[config.mk]
export PLATFORM = sky130hd
export DESIGN_NAME = rv_to_fifo_read_buffer
export DESIGN_NICKNAME = d
export VERILOG_FILES = /design/src/rtl/rv_to_fifo_read_buffer.sv
export SDC_FILE = /design/constraint.sdc
export NUM_CORES = 1
export LEC_CHECK = 0
export ABC_AREA = 1
export CAP_MARGIN = 15
export CORE_UTILIZATION = 35
export CTS_CLUSTER_SIZE = 12
export DETAILED_ROUTE_END_ITERATION = 10
export PLACE_DENSITY = 0.62
export REMOVE_ABC_BUFFERS = 1
export SYNTH_ARGS = -nofsm -noshare
export SYNTH_HDL_FRONTEND = slang
export SYNTH_SLANG_ARGS = --single-unit
[constraint.sdc]
create_clock -name clk -period 3.65 [get_ports clk]
set_clock_uncertainty 0.15 [all_clocks]
set_input_delay 0.9125 -clock clk [delete_from_list [all_inputs] [get_ports clk]]
set_output_delay 0.9125 -clock clk [all_outputs]
set_load 0.01 [all_outputs]
[src/rtl/rv_to_fifo_read_buffer.sv]
// Ready/valid sink presented as a show-ahead FIFO read port; a push is visible one cycle later (no bypass).
// Backpressure: rdy_out drops at full, even when the consumer pops in the same cycle.
module rv_to_fifo_read_buffer #(
  parameter int WIDTH = 32,
  parameter int DEPTH = 4
) (
  input  logic                       clk,
  input  logic                       rst,
  input  logic                       valid_in,
  input  logic [WIDTH-1:0]           data_in,
  output logic                       rdy_out,
  input  logic                       rden_in,
  output logic                       empty_out,
  output logic [WIDTH-1:0]           data_out,
  output logic [$clog2(DEPTH):0]     count_out,
  output logic                       underflow_out
);

  localparam int PW = $clog2(DEPTH);
  localparam int CW = PW + 1;

  logic [WIDTH-1:0] mem [DEPTH];
  logic [PW-1:0]    wr_ptr;
  logic [PW-1:0]    rd_ptr;
  logic [CW-1:0]    count;
  logic             underflow;
  logic             push;
  logic             pop;

  // Outputs depend only on registered state (and rst), never on valid_in/rden_in.
  assign empty_out     = (count == '0);
  assign rdy_out       = (count != CW'(DEPTH)) && !rst;
  assign data_out      = mem[rd_ptr];
  assign count_out     = count;
  assign underflow_out = underflow;

  assign push = valid_in && rdy_out;
  assign pop  = rden_in && !empty_out;

  always_ff @(posedge clk) begin
    if (push) begin
      mem[wr_ptr] <= data_in;
    end
  end

  always_ff @(posedge clk or posedge rst) begin
    if (rst) begin
      wr_ptr    <= '0;
      rd_ptr    <= '0;
      count     <= '0;
      underflow <= 1'b0;
    end else begin
      if (push) begin
        wr_ptr <= wr_ptr + PW'(1);
      end
      if (pop) begin
        rd_ptr <= rd_ptr + PW'(1);
      end
      case ({push, pop})
        2'b10:   count <= count + CW'(1);
        2'b01:   count <= count - CW'(1);
        default: count <= count;
      endcase
      if (rden_in && empty_out) begin
        underflow <= 1'b1;
      end
    end
  end

endmodule
==> Word-level counts from Yosys, hierarchy flattened <==
Memory sizes are Yosys's and may differ from the RTL's.
Cells that the tools add are included.
{ "totals": {"ff_bits": 8, "latch_bits": 0, "mem_bits_rw": 128, "mem_bits_ro": 0, "inputBits": 36, "output_inout_bits": 38, "word_cells": 23, "n_memories": 1} }
{ "op_classes": {"n_addsub": 4, "n_mul": 0, "div": 0, "magnitude_cmp": 0, "n_eq_ne": 3, "shift": 0, "n_mux": 3, "bitwise": 0, "n_reduce_logical": 8} }
{ "memory_table": {"columns": ["memory", "words", "width", "read_ports", "rd_clocked_by_memory_dff", "wr", "line_no", "rtl"], "rows": [
  ["mem", 4, 32, 1, 0, 1, "22", "logic [WIDTH-1:0] mem [DEPTH];"]
]} }
{ "ops": {"columns": ["cell", "count"], "rows": [
  ["3-bit case mux with 2 select lines", 1],
  ["2-bit by 1-bit adder with 2-bit output, second input constant", 2],
  ["1-bit logical AND", 4],
  ["3-bit by 1-bit adder with 3-bit output, second input constant", 1],
  ["3-bit logical NOT", 1],
  ["3-bit != test, second input constant", 1],
  ["3-bit by 1-bit subtractor with 3-bit output, second input constant", 1],
  ["2-bit by 1-bit == test with 1-bit output, second input constant", 1],
  ["2-bit == test, second input constant", 1],
  ["1-bit logical NOT", 2],
  ["1-bit 2-to-1 mux", 2],
  ["2-bit nonzero test", 1]
]} }

==> Longest topological paths before layout <==
Gate-level depths: netlist of run 1.
{ "logic_depth": {"word_depth": 5, "ltp_mapped": 12, "ltp_nobuf": 12} }

==> Least setup slack after synthesis of run 1 <==
No wires, ideal clock.
{ "synth_path": {"kind": "input to register", "from": "input rst", "to": "memory mem[0][0] (enable)", "setup_ns": 0.421, "arrival_time_ns": 2.739, "required_ns": 3.079, "setup_slack_ns": 0.340, "path_stages": 3, "n_path_buf": 0, "path_cell_list": "inv_1 nand3_2 nor2_1"} }
{ "synth_via": {"elab_chain_len": 5} }
{ "synth_rtl": {"columns": ["item", "line_no", "rtl"], "rows": [
  ["start: declaration", "8", "input logic rst,"],
  ["1-bit logical NOT (no source line)", null, null],
  ["1-bit logical AND", "32", "assign rdy_out = (count != CW'(DEPTH)) && !rst;"],
  ["1-bit logical AND", "37", "assign push = valid_in && rdy_out;"],
  ["1-bit 2-to-1 mux", "41", "if (push) begin"],
  ["1-bit 2-to-1 mux (implied by the code)", "42", "mem[wr_ptr] <= data_in;"],
  ["end: declaration", "22", null]
]} }
No other way between the ends.

==> Worst setup path after layout of run 1 <==
{ "layout_path": {"from": "register rd_ptr[0]", "to": "output data_out[12]"} }
{ "layout_via": {"elab_chain_len": 1} }
{ "layout_rtl": {"columns": ["item", "line_no", "rtl"], "rows": [
  ["start: declaration", "24", "logic [PW-1:0] rd_ptr;"],
  ["start signal: assignment", "57", "rd_ptr <= rd_ptr + PW'(1);"],
  ["memory 4 x 32 bit", null, null],
  ["end: declaration", "14", "output logic [WIDTH-1:0] data_out,"]
]} }
No other way between the ends.

==> results of run 1 <==
[cell type report]
type / count / area, um^2
Clock inverter: 12 / 150
Clock buffer: 20 / 447
Timing Repair Buffer: 83 / 856
Sequential cell: 136 / 4050
Tap cell: 188 / 235
Inverter: 17 / 63.8
Fill cell: 1335 / 8200
Multi-Input combinational cell: 233 / 1150
[per-stage QoR]
stage                     worst slack [ns]  utilization (%)  total power [mW]  area [um^2]
after global placement               0.542             41.9              3.97         6350
after floorplan                     0.0682                -              3.01         5230
after CTS                            0.183             45.8              5.71         6940
final                                0.232             45.8              5.64         6940
after global routing                0.0164             45.8              5.99         6940
after detailed placement             0.588             41.9              4.00         6350
[Yosys cell counts, drive strengths merged]
| cell type | count |
|---|---|
| inv | 17 |
| a31o | 1 |
| dfrtp | 8 |
| ha | 5 |
| clkbuf | 3 |
| buf | 18 |
| nand3 | 4 |
| edfxtp | 128 |
| nor2 | 101 |
| nand4 | 3 |
| a21oi | 1 |
| nand2 | 19 |
| fa | 1 |
| xnor2 | 1 |
| o21ai | 97 |
[state kept, by name (all words and copies together) (netlist names)]
signal         count
count_out          3
mem              128
rd_ptr             2
underflow_out      1
wr_ptr             2
[logic make-up (layout without fill, tap and decap cells)]
family / after synthesis / after routing / synth area share (%)
AOI/OAI and AO/OA: 99 / 99 / 9.23
adders and majority gates: 6 / 6 / 1.53
DFF: 136 / 136 / 74.7
buffers and inverters: 38 / 132 / 4.62
and+or+nand+nor: 127 / 127 / 9.73
xor gates and xnor gates: 1 / 1 / 0.162
[critical path: cells and delay by family, from the launching register on]
kind | cells | cell delay (ns)
AND/OR/NAND/NOR | 2 | 0.18
flip-flops | 1 | 0.55
AO/OA/AOI/OAI | 2 | 0.22
buffers and inverters | 2 | 1.00
[report_power, final]
part	internal, mW	total [mW]	leakage [nW]	switching (mW)
sequential	1.91	2.00	1.25	0.0972
combinational	0.873	1.93	0.856	1.06
clock	1.09	1.71	0.288	0.617
total	3.87	5.64	2.40	1.78
[layer usage]
metal,vias to the layer above,track usage [%],wire (um)
li1,1607,-,-
met1,1574,17.2,4650
met2,67,23.4,5170
met3,11,4.43,515
met4,0,5.95,141
met5,-,0,0
[worst paths after layout]
| check | from | slack, ns | end | depth (start not counted) |
|---|---|---|---|---|
| max | rd_ptr[0] | 0.23 | data_out[12] | 6 |
| min | underflow_out | 0.34 | underflow_out | 1 |
| max reg2reg | count_out[0] | 1.47 | count_out[2] | 10 |
| min reg2reg | underflow_out | 0.34 | underflow_out | 1 |
| max in group asynchronous | rst | 2.47 | rd_ptr[0] | 3 |
| min in group asynchronous | rst | 0.72 | underflow_out | 3 |
==> flow_summary.ini, run 1 <==
[status]
outcome = finished, final reports clean

[pwr]
ir_worst_vdd_mv = 0.415
power_leakage_nw = 2.40
power_density_mw_per_mm2 = 813

[worst_setup_path]
end_kind = primary output
path_cells = buf_4 -> nor2_1 -> nor2_1 -> o21ai_1 -> o21ai_1 -> clkdlybuf4s50_1
crit_type = reg -> out
cpPeakStageDelay_ns = 0.58
cp_slowest_cell = clkdlybuf4s50_1
crit_fanout = 31
crit_arrival_ns = 2.36
required_ns = 2.59
start_kind = register

[floorplan]
start_util_pct = 35.7
ios = 74
die_w_um = 126
die_h_um = 126
core-area_mm2 = 0.0151
fp-row-count = 45
dieArea_mm2 = 0.0160

[sta]
final.period_utilization_pct = 93.7
period_minus_slack_ns = 3.42
clock.fmax_mhz = 293
slew_viol_final = 0
relSlewSlack_pct = 67.9
final_hold_viol_count = 0
tightest_slew_ns = 0.481
whs_ns = 0.338
finalSetupTns_ns = 0
finalSetupViolCount = 0
rsz0062_at_grt = false

[synth]
avgSynthCellArea_um2 = 13.3
synth_cell_types = 22
synth_area_leaders = edfxtp_1, o21ai_1, nor2_1
netlist.area_leader.share_pct = 71.0
mappedNetlistArea_mm2 = 0.00541
syn_inst = 407
yosys.area.top_type = edfxtp_1
synth-seq-area-share_pct = 74.7
yosys_warnings = 0
yosys_register_bits = 136

[global_routing]
antenna_found_initial = 0
grt_max_degree = 55
grt_pass1_vias = 3309
grt-ovfl-total = 0
grt_usage_pct = 14.2
grt_pass1_wl_um = 16800

[detailed_routing]
drcViolationCount = 0
via_per_inst = 4.73
wl_per_cell_um = 15.2
drtPass1Iterations = 4
route.vias.total = 3259
drtIter0Drc = 199
drt-total-wl_um = 10500
ant_nets = 0

[placement]
dp_hpwl_um = 6250
finalWeightedCongestion = 0.762
placed_cells = 657
port_buffers = 73

[clock_tree]
path_clk_slew_ns = 0.06
post_cts_buffers = 0
cts_resized = 0
numCtsBuffers = 17
cts_tree = built
postCtsHoldBufs = 0
cts-root-buf = clkbuf_16
clockBufferDepth = 2
h-tree-depth = 4
clkLatencyLatePin_ns = 0.41
cts_sinks = 136

[final_layout]
area_delta_synth_final_pct = 28.3
final_cell_mix = edfxtp_1, o21ai_1, nor2_1
drive_gt1_share_pct = 12.2
final_cells = 689
final_common_cell = edfxtp_1
antenna_cells = 0
fin_nets = 530

[job]
drv_cap = 0

[hold_path]
hold_class = reg -> reg
(Power assumes the default switching activity.)
==> run 2, diff against run 1 <==
- CTS_CLUSTER_SIZE: 12 -> 10
- SETUP_SLACK_MARGIN: default -> 0.02
==> run 2 against run 1 <==
Against the previous run:
- clock power about the same
- die area unchanged
- sequential share of layout area about the same
- power about the same
- critical path type unchanged
- highest routed layer unchanged
==> flow_summary.ini, run 2 (synthesized netlist as in run 1, its figures left out) <==
[status]
outcome = finished, final reports clean

[sta]
final.period_utilization_pct = 92.0
final_hold_viol_count = 0
relSlewSlack_pct = 67.7
period_minus_slack_ns = 3.36
finalSetupViolCount = 0
rsz0062_at_grt = false
slew_viol_final = 0
tightest_slew_ns = 0.485
finalSetupTns_ns = 0
clock.fmax_mhz = 298

[detailed_routing]
via_per_inst = 4.75
wl_per_cell_um = 15.2
drtPass1Iterations = 4
route.vias.total = 3273
ant_nets = 0
drcViolationCount = 0
drtIter0Drc = 222
drt-total-wl_um = 10400

[floorplan]
start_util_pct = 35.7
ios = 74
die_w_um = 126
die_h_um = 126
dieArea_mm2 = 0.0160
fp-row-count = 45
core-area_mm2 = 0.0151

[final_layout]
top_register = mem
fillers = 1334
multi_input_area_mm2 = 0.00115
area_delta_synth_final_pct = 28.4
fin_util_pct = 45.9
final_cells = 689
antenna_cells = 0
final_common_cell = edfxtp_1
final_cell_mix = edfxtp_1, o21ai_1, nor2_1
largest_reg_flops = 128
fin_nets = 530
ff_latch_area_mm2 = 0.00405
drive_gt1_share_pct = 12.2

[worst_setup_path]
crit_type = reg -> out
required_ns = 2.59
end_kind = primary output
crit_fanout = 34
startpoint = rd_ptr[0]
crit-reg2reg-launch = count_out[0]
start_kind = register
crit_arrival_ns = 2.29

[clock_tree]
numCtsBuffers = 17
cts-root-buf = clkbuf_16
cts_tree = built
clkLatencyLatePin_ns = 0.41
h-tree-depth = 4
path_clk_slew_ns = 0.06
cts_sinks = 136
clockBufferDepth = 2

[global_routing]
grt_max_degree = 55
antenna_found_initial = 0
grt-ovfl-total = 0
grt_usage_pct = 14.2
grt_pass1_wl_um = 16800
grt_pass1_vias = 3309

[job]
drv_cap = 0

[pwr]
power_leakage_nw = 2.40
ir_worst_vdd_mv = 0.415
power_density_mw_per_mm2 = 813

[hold_path]
hold_class = reg -> reg
min-delay-start = underflow_out

[placement]
dp_hpwl_um = 6250
port_buffers = 73
finalWeightedCongestion = 0.762
placed_cells = 657
run 2: where the power goes:
group	switching (mW)	leakage, nW	total, mW	internal [mW]
registers	0.0983	1.25	2.00	1.91
logic	1.06	0.857	1.94	0.876
clock network	0.616	0.288	1.71	1.09
total	1.78	2.40	5.65	3.87
run 2: final cells by class:
| cell class | instances | area share (%) |
|---|---|---|
| Sequential cell | 136 | 58.2 |
| Multi-Input combinational cell | 233 | 16.5 |
| Timing Repair Buffer | 83 | 12.4 |
| Clock buffer | 20 | 6.43 |
| Tap cell | 188 | 3.39 |
| Clock inverter | 12 | 2.16 |
| Inverter | 17 | 0.918 |
run 2: per-layer routing:
metal | part of all wire, % | track usage, %
met1 | 44 | 17.2
met5 | 0 | 0
met4 | 1.3 | 5.95
met3 | 5.1 | 4.43
met2 | 50 | 23.4
run 2: final timing paths:
path,end,slack (ns),depth (start not counted)
worst min-delay path,underflow_out,0.34,1
worst max register to register,count_out[2],1.47,10
worst max-delay path,data_out[28],0.29,5
max in group asynchronous,rd_ptr[0],2.47,3
min in group asynchronous,underflow_out,0.72,3
worst min register to register,underflow_out,0.34,1
run 2: what timing repair did:
action	4_1_cts	5_1_grt
setup buffers	0	0
resized for setup	0	1
hold buffers	0	0
setup endpoints to repair	0	1
run 2: critical path: stages, from the launching register on:
cell and delay (ns):
dfrtp_2 0.52, inv_2 0.09, buf_4 0.34, o21ai_0 0.13, o21ai_1 0.22, clkdlybuf4s50_1 0.58
run 2: per-stage QoR:
step	setup slack, ns	total power, mW	hold slack (ns)	area [um^2]
4_1_cts	0.183	5.71	0.342	6940
5_1_grt	0.129	5.99	0.363	6950
3_5_place_dp	0.588	4.00	0.324	6350
2_1_floorplan	0.0682	3.01	0.334	5230
3_3_place_gp	0.542	3.97	0.316	6350
6_report	0.293	5.65	0.338	6950
==> run 3, diff against run 2 <==
- clock period: 3.65 -> 3.7 ns (I/O delays scaled with it)
==> run 3 against run 2 <==
Against the previous run:
- flip-flop and latch count unchanged
- sequential share of layout area up 0.37 points
- clock-buffer cell count down 3
- sequential power down 2%
- critical path type unchanged
- highest routed layer unchanged
- utilization down 0.29 points
- clock power down 13%
- largest cell class unchanged
- power down 4.4%
- combinational power about the same
==> flow_summary.ini, run 3 (synthesized netlist as in run 1, its figures left out) <==
[pwr]
power_mw = 5.40
ir_worst_vdd_mv = 0.328
power_density_mw_per_mm2 = 782
power_leakage_nw = 2.37

[floorplan]
ios = 74
die_h_um = 126
dieArea_mm2 = 0.0160
start_util_pct = 35.7
fp-row-count = 45
core-area_mm2 = 0.0151
die_w_um = 126

[worst_setup_path]
required_ns = 2.62
end_kind = primary output
crit_type = reg -> out
crit_fanout = 31
crit_arrival_ns = 2.32
reg2reg_depth = 10
start_kind = register

[global_routing]
globalRouteMet3Util_pct = 5.10
grt_pass1_vias = 3326
grt_usage_pct = 14.2
grt.busiest_layer = met2
use_met1_pct = 16.7
grt_util_met2_pct = 23.0
antenna_found_initial = 0
grt_pass1_wl_um = 16700
grt-ovfl-total = 0
grt_max_degree = 67

[final_layout]
multi_input_area_mm2 = 0.00115
final_common_cell = edfxtp_1
top_register = mem
drive_gt1_share_pct = 12.6
area_delta_synth_final_pct = 27.6
largest_reg_flops = 128
ff_latch_area_mm2 = 0.00405
fin_nets = 530
antenna_cells = 0
fillers = 1334
final_cell_mix = edfxtp_1, o21ai_1, nor2_1

[placement]
port_buffers = 73
finalWeightedCongestion = 0.742
dp_hpwl_um = 6350

[sta]
relSlewSlack_pct = 67.1
final_hold_viol_count = 0
rsz0062_at_grt = false
tightest_slew_ns = 0.493
whs_ns = 0.334
clock.fmax_mhz = 294
final.period_utilization_pct = 91.9
finalSetupViolCount = 0
slew_viol_final = 0
period_minus_slack_ns = 3.40
finalSetupTns_ns = 0

[clock_tree]
cts_sinks = 136
h-tree-depth = 4
clockBufferDepth = 2
cts-root-buf = clkbuf_16
postCtsHoldBufs = 0
path_clk_slew_ns = 0.06
cts_resized = 0
numCtsBuffers = 17
cts_tree = built
post_cts_buffers = 0
clkLatencyLatePin_ns = 0.42

[detailed_routing]
drt-total-wl_um = 10400
via_per_inst = 4.75
drcViolationCount = 0
drtIter0Drc = 219
route.vias.total = 3272
ant_nets = 0
drtPass1Iterations = 4
wl_per_cell_um = 15.1

[hold_path]
hold_depth = 1
hold_class = reg -> reg

[job]
drv_cap = 0

[status]
outcome = finished, final reports clean
## run 3: area by class of cell
cell class	instances	share of cell area (%)
Clock inverter	15	1.54
Tap cell	188	3.41
Multi-Input combinational cell	233	16.6
Timing Repair Buffer	83	12.8
Inverter	17	0.924
Clock buffer	17	6.16
Sequential cell	136	58.6
## run 3: power breakdown
| part | internal, mW | total [mW] | switching (mW) |
|---|---|---|---|
| clock network | 0.853 | 1.48 | 0.623 |
| registers | 1.88 | 1.96 | 0.0758 |
| logic | 0.889 | 1.97 | 1.08 |
## run 3: path summary, 6_finish.rpt
check,startpoint,end,slack [ns]
max,rd_ptr[1],data_out[29],0.30
min,underflow_out,underflow_out,0.33
max reg2reg,count_out[0],count_out[2],1.45
min reg2reg,underflow_out,underflow_out,0.33
max in group asynchronous,rst,rd_ptr[0],2.50
min in group asynchronous,rst,count_out[1],0.74
## run 3: critical path: stages (launching register included)
cell and delay (ns):
dfrtp_1 0.40, inv_2 0.37, buf_12 0.25, o21ai_0 0.12
o21ai_1 0.19, clkdlybuf4s50_1 0.57
## run 3: layer usage
metal	part of all wire (%)	wire length [um]
met2	49	5150
met1	44	4550
met4	1.9	196
met3	5.1	534
met5	0	0
## run 3: metrics by stage
step	std cells	cell area [um^2]	setup WS (ns)	util, %
after CTS	689	6900	0.257	45.6
after global routing	689	6900	0.162	45.6
after detailed placement	657	6370	0.564	42.1
after global placement	657	6370	0.599	42.1
after floorplan	386	5230	0.106	-
final	689	6900	0.301	45.6
